File: src/rtl/exe_pkg.sv
// Shared opcode, status-index and payload-flag definitions for the pipelined execution unit.
// Opcode values mirror the alu_defines.vh codes; the operation field is OPER_BITS+1 wide.
package exe_pkg;

  localparam int OPER_BITS = 3;
  localparam int OPER_W    = OPER_BITS + 1;

  typedef enum logic [OPER_W-1:0] {
    ALU_ADD  = 4'd0,
    ALU_COMP = 4'd1,
    ALU_CONV = 4'd2,
    ALU_SET  = 4'd3
  } exe_op_e;

  localparam int ST_ZERO  = 0;
  localparam int ST_NEG   = 1;
  localparam int ST_CARRY = 2;
  localparam int ST_ERR   = 3;

  // S2 payload fields that do not depend on WIDTH; the result travels beside them.
  typedef struct packed {
    logic       carry;
    logic [3:0] status;
    logic       error;
  } exe_flags_t;

endpackage

File: src/rtl/exe_core.sv
// Combinational opcode decode and compute: turns the S1 operands into the S2 payload.
module exe_core
  import exe_pkg::*;
#(
  parameter int WIDTH = 32
) (
  input  logic [OPER_W-1:0] oper,
  input  logic [WIDTH-1:0]  arg_a,
  input  logic [WIDTH-1:0]  arg_b,
  output logic [WIDTH-1:0]  result,
  output exe_flags_t        flags
);

  localparam int LOG_W = $clog2(WIDTH);

  logic [WIDTH:0]   sum;
  logic [WIDTH-1:0] mag;
  logic [WIDTH-1:0] one;

  assign sum = {1'b0, arg_a} + {1'b0, arg_b};
  assign mag = {1'b0, arg_a[WIDTH-2:0]};
  assign one = {{(WIDTH-1){1'b0}}, 1'b1};

  always_comb begin
    result = '0;
    flags  = '0;
    case (oper)
      ALU_ADD: begin
        result      = sum[WIDTH-1:0];
        flags.carry = sum[WIDTH];
      end
      ALU_COMP: begin
        result[1] = (arg_a == arg_b);
        result[0] = (arg_a > arg_b);
      end
      ALU_CONV: begin
        // Sign-magnitude in, two's complement out; negative zero has no encoding to map to.
        if (!arg_a[WIDTH-1])  result      = arg_a;
        else if (mag == '0)   flags.error = 1'b1;
        else                  result      = -mag;
      end
      ALU_SET: begin
        if (|arg_b[WIDTH-1:LOG_W]) flags.error = 1'b1;
        else                       result      = arg_a | (one << arg_b[LOG_W-1:0]);
      end
      default: flags.error = 1'b1;
    endcase
    flags.status[ST_ZERO]  = (result == '0);
    flags.status[ST_NEG]   = result[WIDTH-1];
    flags.status[ST_CARRY] = flags.carry;
    flags.status[ST_ERR]   = flags.error;
  end

endmodule

File: src/rtl/exe_unit_pipe.sv
// Two-stage execution unit with valid/ready on both sides and a saturating error counter.
// Optional macro EXE_UNIT_STICKY_ERR_EN adds i_err_clr / o_err_sticky.
module exe_unit_pipe
  import exe_pkg::*;
#(
  parameter int WIDTH     = 32,
  parameter int ERR_CNT_W = 8
) (
  input  logic                 i_clk,
  input  logic                 i_rsn,
  input  logic                 i_valid,
  output logic                 o_ready,
  input  logic [OPER_W-1:0]    i_oper,
  input  logic [WIDTH-1:0]     i_argA,
  input  logic [WIDTH-1:0]     i_argB,
  output logic                 o_valid,
  input  logic                 i_ready,
  output logic [WIDTH-1:0]     o_result,
  output logic                 o_carry,
  output logic [3:0]           o_status,
  output logic                 o_error,
  output logic [ERR_CNT_W-1:0] o_err_cnt
`ifdef EXE_UNIT_STICKY_ERR_EN
  ,
  input  logic                 i_err_clr,
  output logic                 o_err_sticky
`endif
);

  logic                 v1, v2;
  logic                 ld1, ld2;
  logic [OPER_W-1:0]    op1;
  logic [WIDTH-1:0]     a1, b1;
  logic [WIDTH-1:0]     core_result, result2;
  exe_flags_t           core_flags, flags2;
  logic [ERR_CNT_W-1:0] err_cnt;

  // Handshake: a beat moves across a boundary on an edge where the sender's valid and the
  // receiver's ready are both high. S2 moves when it is empty or writeback drains it; S1 accepts
  // whenever either stage has room or S2 drains, so two beats fill the pipe under backpressure.
  assign ld2     = v1 && (!v2 || i_ready);
  assign o_ready = !v1 || !v2 || i_ready;
  assign ld1     = i_valid && o_ready;

  always_ff @(posedge i_clk or negedge i_rsn) begin
    if (!i_rsn) begin
      v1  <= 1'b0;
      op1 <= '0;
      a1  <= '0;
      b1  <= '0;
    end else if (ld1) begin
      v1  <= 1'b1;
      op1 <= i_oper;
      a1  <= i_argA;
      b1  <= i_argB;
    end else if (ld2) begin
      v1  <= 1'b0;
    end
  end

  exe_core #(.WIDTH(WIDTH)) u_core (
    .oper   (op1),
    .arg_a  (a1),
    .arg_b  (b1),
    .result (core_result),
    .flags  (core_flags)
  );

  always_ff @(posedge i_clk or negedge i_rsn) begin
    if (!i_rsn) begin
      v2      <= 1'b0;
      result2 <= '0;
      flags2  <= '0;
    end else if (ld2) begin
      v2      <= 1'b1;
      result2 <= core_result;
      flags2  <= core_flags;
    end else if (i_ready) begin
      v2      <= 1'b0;
    end
  end

  always_ff @(posedge i_clk or negedge i_rsn) begin
    if (!i_rsn)                                          err_cnt <= '0;
    else if (ld2 && core_flags.error && (err_cnt != '1)) err_cnt <= err_cnt + ERR_CNT_W'(1);
  end

`ifdef EXE_UNIT_STICKY_ERR_EN
  // A new error outranks a clear arriving on the same edge.
  always_ff @(posedge i_clk or negedge i_rsn) begin
    if (!i_rsn)                        o_err_sticky <= 1'b0;
    else if (ld2 && core_flags.error)  o_err_sticky <= 1'b1;
    else if (i_err_clr)                o_err_sticky <= 1'b0;
  end
`endif

  assign o_valid   = v2;
  assign o_result  = result2;
  assign o_carry   = flags2.carry;
  assign o_status  = flags2.status;
  assign o_error   = flags2.error;
  assign o_err_cnt = err_cnt;

endmodule
File: config.mk
export PLATFORM = sky130hd
export DESIGN_NAME = exe_unit_pipe
export DESIGN_NICKNAME = d
export VERILOG_FILES = /design/src/rtl/exe_pkg.sv /design/src/rtl/exe_core.sv /design/src/rtl/exe_unit_pipe.sv
export SDC_FILE = /design/constraint.sdc
export NUM_CORES = 1
export LEC_CHECK = 0
export CORE_MARGIN = 4
export CORE_UTILIZATION = 60
export CTS_BUF_LIST = sky130_fd_sc_hd__clkbuf_16
export DETAILED_ROUTE_END_ITERATION = 16
export GPL_TIMING_DRIVEN = 1
export MAX_ROUTING_LAYER = met4
export PLACE_DENSITY_LB_ADDON = 0.3
export SYNTH_ARGS = -nofsm -noshare
export SYNTH_HDL_FRONTEND = slang
export SYNTH_SLANG_ARGS = --single-unit
export TNS_END_PERCENT = 30
File: constraint.sdc
create_clock -name i_clk -period 10.9 [get_ports i_clk]
set_input_delay 2.18 -clock i_clk [delete_from_list [all_inputs] [get_ports i_clk]]
set_output_delay 2.18 -clock i_clk [all_outputs]
set_load 0.02 [all_outputs]
# ---- Word level (Yosys, flattened, before mapping)
# Cells that the tools add are included.
dict set report word_totals {
  latch_bits 0
  mem_bits_rw 0
  mem_count 0
  word_cells 51
  input_bits 72
  output_inout_bits 48
  register_bits 116
  romBits 0
}
dict set report classes {
  n_mul 0
  reduce_logical 16
  order_cmp 1
  n_bitwise 1
  mux 14
  eq_ne 5
  n_div 0
  shift 1
  addsub 3
}
# op count
set op_table {}
lappend op_table {{32-bit two-way mux} 3}
lappend op_table {{30-bit one-hot mux with 3 select lines} 1}
lappend op_table {{32-bit logical NOT} 2}
lappend op_table {{32-bit by 32-bit adder with 33-bit output} 1}
lappend op_table {{32-bit equality test} 1}
lappend op_table {{32-bit > comparator} 1}
lappend op_table {{31-bit negation with 32-bit output} 1}
lappend op_table {{32-bit OR} 1}
lappend op_table {{1-bit by 5-bit << shifter with 32-bit output, first input constant} 1}
lappend op_table {{27-bit OR reduction} 1}
lappend op_table {{8-bit by 1-bit adder with 8-bit output, second input constant} 1}
lappend op_table {{4-bit by 2-bit equality test with 1-bit output, second input constant} 2}
lappend op_table {{1-bit two-way mux} 8}
lappend op_table {{8-bit inequality test, second input constant} 1}
lappend op_table {{2-bit one-hot mux with 4 select lines} 1}
lappend op_table {{4-bit by 1-bit equality test with 1-bit output, second input constant} 1}
lappend op_table {{1-bit logical AND} 4}
lappend op_table {{4-bit logical NOT} 1}
lappend op_table {{2-bit nonzero test} 2}
lappend op_table {{1-bit logical OR} 3}
lappend op_table {{1-bit one-hot mux with 3 select lines} 1}
lappend op_table {{1-bit logical NOT} 2}
lappend op_table {{2-bit OR reduction} 1}

# ---- Logic depth before layout (Yosys ltp)
dict set report logic_depth {
  ltp_word 6
  mapped_depth 14
  depth_no_buf 13
}

# ---- By module
# From an unflattened synthesis, not the netlist that was laid out.
dict set report hier_totals {
  cells_unflattened 1005
  hier_area_um2 9160.0
}
# mod area_each_um2 seq_area_each_um2 cells_each n_inst
set by_module_without_submodules {}
lappend by_module_without_submodules {exe_core 4720.8 0.0 739 1}
lappend by_module_without_submodules {exe_unit_pipe 4439.3 2902.8 266 1}

# ---- Worst setup path after synthesis
# Ideal clock, no wire load.
dict set report synth_path {
  path_type {input -> output}
  startpoint {input port i_ready}
  endpoint {output port o_ready}
  path_buffers 0
  t_arrival_ps 2463
  t_required_ps 8720
  slack_ps 6257
  cell_stages 1
  path_cell_list {nand3b_1}
}
dict set report synth_between {
  elab_chain_cells 1
}
# element line_no
set synth_lines {}
lappend synth_lines {{start, declared} exe_unit_pipe.sv:17} ;# input logic i_ready,
lappend synth_lines {{1-bit logical OR} exe_unit_pipe.sv:42} ;# assign o_ready = !v1 || !v2 || i_ready;
lappend synth_lines {{end, declared} exe_unit_pipe.sv:12} ;# output logic o_ready,
# No other way between the ends.

# ---- Worst setup path in the final report
# Ends and elaborated chain as after synthesis.

==> run_results.csv <==
group,metric,value,unit
run_status,status,"finished, final reports clean",
yosys,seq_area_frac_synth,32.5,%
timing,hold_viol_final,0,
final_layout,drive_gt1_share,14.7,%
timing,slew_headroom,24.2,%
yosys,yosysUniqueCellTypes,81,
yosys,ys_async_sr_fraction,100,%
global_routing,busiest_layer,"met2",
clock_network,cts_buffer_depth,2,
final_layout,seq_area,2830,sq um
power,power_frac_seq,31.5,%
routing,via_count,8143,
global_routing,track_usage,32.8,%
final_layout,syn2layout_area_growth,20.4,%
global_routing,grt_util_met1,43.8,%
yosys,synthSimpleGateAreaFrac,17.7,%
yosys,synth.avg_cell_area,9.12,sq um
timing,final.period_utilization,51.5,%
global_routing,grt_overflow,0,
power,combPwrFrac,40.9,%
global_routing,grt_util_met2,50.1,%
min_path,min_from,"o_status[0]",
setup_path,cp-start-kind,"input pin",
setup_path,cp.required,8.72,ns
die,fp.dieH,128,microns
clock_network,cts_sinks,113,
placed_design,port_buffers,119,
routing,dr.pass1.iters,5,
job,drv_cap,0,
routing,final_antenna_net_count,0,
final_layout,nNetsFinal,1198,
yosys,synthMuxAreaShare,11.7,%
clock_network,cts_tree,"done",
timing,hold_slack,0.484,ns
routing,wl,26100,microns
power,p_int,1.16,mW
power,switchingPower,0.747,mW
yosys,ys_ff_latch,113,
timing,worst_pin_slew,1.11,ns
clock_network,cts_setup_buffers,0,
global_routing,gr-usage-met3,6.35,%
final_layout,multi_input_area,5390,sq um
yosys,synth_compound_area_share,18.8,%
yosys,yosysWarnings,0,
die,dieArea,16500,sq um
timing,setup_viol,0,
yosys,synthXorXnorAreaFrac,3.92,%
global_routing,grt_pass1_wl,41500,microns
global_routing,first_global_vias,7756,
clock_network,cts_resized,0,
yosys,synth.cell_area,8710,sq um
setup_path,critical_path_class,"input pin to output pin",
power,p_leak,4.41,nW
power,swShare,39.2,%
clock_network,ctsHoldBuffers,0,
clock_network,path_clk_slew,0.06,ns
final_layout,layout_commonest_cell,"clkdlybuf4s50_1",
power,clkPwrFrac,27.6,%
timing,rsz0062_at_grt,"false",
yosys,ys.flop_type,"dfrtp_1",
timing,skew,0.00957,ns
yosys,synth_cells,955,
clock_network,clk_latency,0.42,ns
global_routing,antenna_found_initial,0,
setup_path,critical_path.startpoint,"i_ready",
power,powerDensity,182,nW/um^2
setup_path,crit_arrival,3.43,ns
yosys,synth_fp_nets,1094,
routing,vias_per_cell,6.50,
clock_network,cts_made_buffers,17,
routing,drtIter0Drc,786,
timing,finalSetupTns,0,ns
yosys,synth_edf_count,0,
die,start_util,62.0,%
timing,maxSlewViolCount,0,
placed_design,hpwl,19400,microns
die,core,14000,sq um
timing,timing.final.crit_period,5.61,ns
setup_path,r2r_start,"a1[10]",
final_layout,antenna_cells,0,
setup_path,crit_fanout,3,
min_path,hold_path_class,"register to register",
global_routing,grt_max_degree,69,
setup_path,cp-end-kind,"output pin",
routing,wire_per_inst,20.8,microns
final_layout,n_fill_cell,1056,
die,fp.dieW,128,microns
die,num_io_pins,120,
final_layout,final_util,74.7,%
clock_network,root_buffer,"clkbuf_16",
yosys,synth_top_family_by_area,"compound AO/OA/AOI/OAI gates",
final_layout,layout_common_cells,"clkdlybuf4s50_1 (118), dfrtp_1 (113), mux2_2 (89)",
routing,drc,0,
die,num_rows,43,
yosys,yosys.area_share.adder,9.71,%
power,vdd.ir_drop.worst,163,uV
placed_design,gp_congestion,0.987,
clock_network,htreeDepth,4,
timing,fmax,178,MHz
[layout make-up]
class	count	area share, %
tap	180	2.15
sequential	113	27.0
inverter	57	2.04
multi-input combinational	739	51.4
clock buffer	17	4.06
timing repair buffer	131	12.2
clock inverter	15	1.22
[power groups by stage]
stage	Sequential, mW	Combinational, mW	Clock [mW]
after floorplan	0.607	0.492	0
final	0.601	0.781	0.526
after global placement	0.601	0.745	0
after detailed placement	0.604	0.757	0
after CTS	0.598	0.769	0.530
after global routing	0.611	0.848	0.548
[routing by layer]
layer,vias to the layer above,wire length (microns)
met1,3940,10900
met3,60,2440
met4,0,870
met5,-,0
li1,3742,-
met2,401,11800
[sequential cells by signal, indices dropped and copies added, names as in the netlist]
signal / count
o_valid: 1
b1: 32
o_err_cnt: 8
o_status: 4
a1: 32
o_result: 31
op1: 4
v1: 1
[logic make-up (layout without fill, tap and decap cells)]
logic type	Yosys count	count (layout)
fa+ha+maj	67	67
compound gates	245	245
xor+xnor	39	39
mux	91	91
simple gates	297	297
flops	113	113
buf+inv	103	220
[cell usage after synthesis (all sizes together) (4+ instances only)]
| master | instances | share of area (%) |
|---|---|---|
| nor4 | 20 | 1.5 |
| o41ai | 8 | 0.80 |
| nor3 | 46 | 2.6 |
| xnor2 | 28 | 2.8 |
| a21boi | 5 | 0.43 |
| or2 | 4 | 0.29 |
| a211oi | 6 | 0.52 |
| o211ai | 7 | 0.60 |
| buf | 11 | 0.70 |
| o21bai | 7 | 0.60 |
| o31ai | 13 | 1.1 |
| or4 | 8 | 0.80 |
| a221oi | 7 | 0.78 |
| nor3b | 4 | 0.34 |
| nor2b | 17 | 1.2 |
| a21oi | 70 | 4.0 |
| o21ai | 44 | 2.7 |
| nand2 | 68 | 2.9 |
| clkbuf | 33 | 2.1 |
| a31oi | 14 | 1.0 |
| o311ai | 5 | 0.50 |
| a311oi | 4 | 0.40 |
| nand2b | 10 | 0.72 |
| ha | 66 | 9.5 |
| o221ai | 5 | 0.50 |
| a31o | 4 | 0.40 |
| dfrtp | 113 | 32 |
| mux2 | 89 | 12 |
| or3 | 10 | 0.82 |
| nor2 | 62 | 2.7 |
| nand3 | 17 | 0.98 |
| xor2 | 11 | 1.1 |
| inv | 56 | 2.4 |
| a2111oi | 5 | 0.50 |
| o22ai | 7 | 0.50 |
| a21o | 10 | 0.86 |
| nand4 | 15 | 1.1 |
[stage by stage]
stage / instances / cell area, sq um / power, mW / worst slack [ns]
2_1_floorplan: 955 / 8710 / 1.10 / 6.26
3_3_place_gp: 1220 / 9940 / 1.35 / 5.31
3_5_place_dp: 1220 / 9940 / 1.36 / 5.29
4_1_cts: 1252 / 10500 / 1.90 / 5.28
5_1_grt: 1252 / 10500 / 2.01 / 5.26
6_report: 1252 / 10500 / 1.91 / 5.29
[final timing paths]
path | end | slack [ns] | cells after the start
min reg2reg | o_status[0] | 0.48 | 2
max in group asynchronous | b1[25] | 7.91 | 2
min in group asynchronous | b1[1] | 1.76 | 1
min | o_status[0] | 0.48 | 2
max | o_ready | 5.29 | 3
max reg2reg | o_status[0] | 6.10 | 10
[worst max-delay path, cell delays in order]
cell,delay [ns]
clkdlybuf4s50_1,0.47
nand3b_1,0.16
clkdlybuf4s50_1,0.62
No activity file was read; power rests on OpenSTA's default activity.
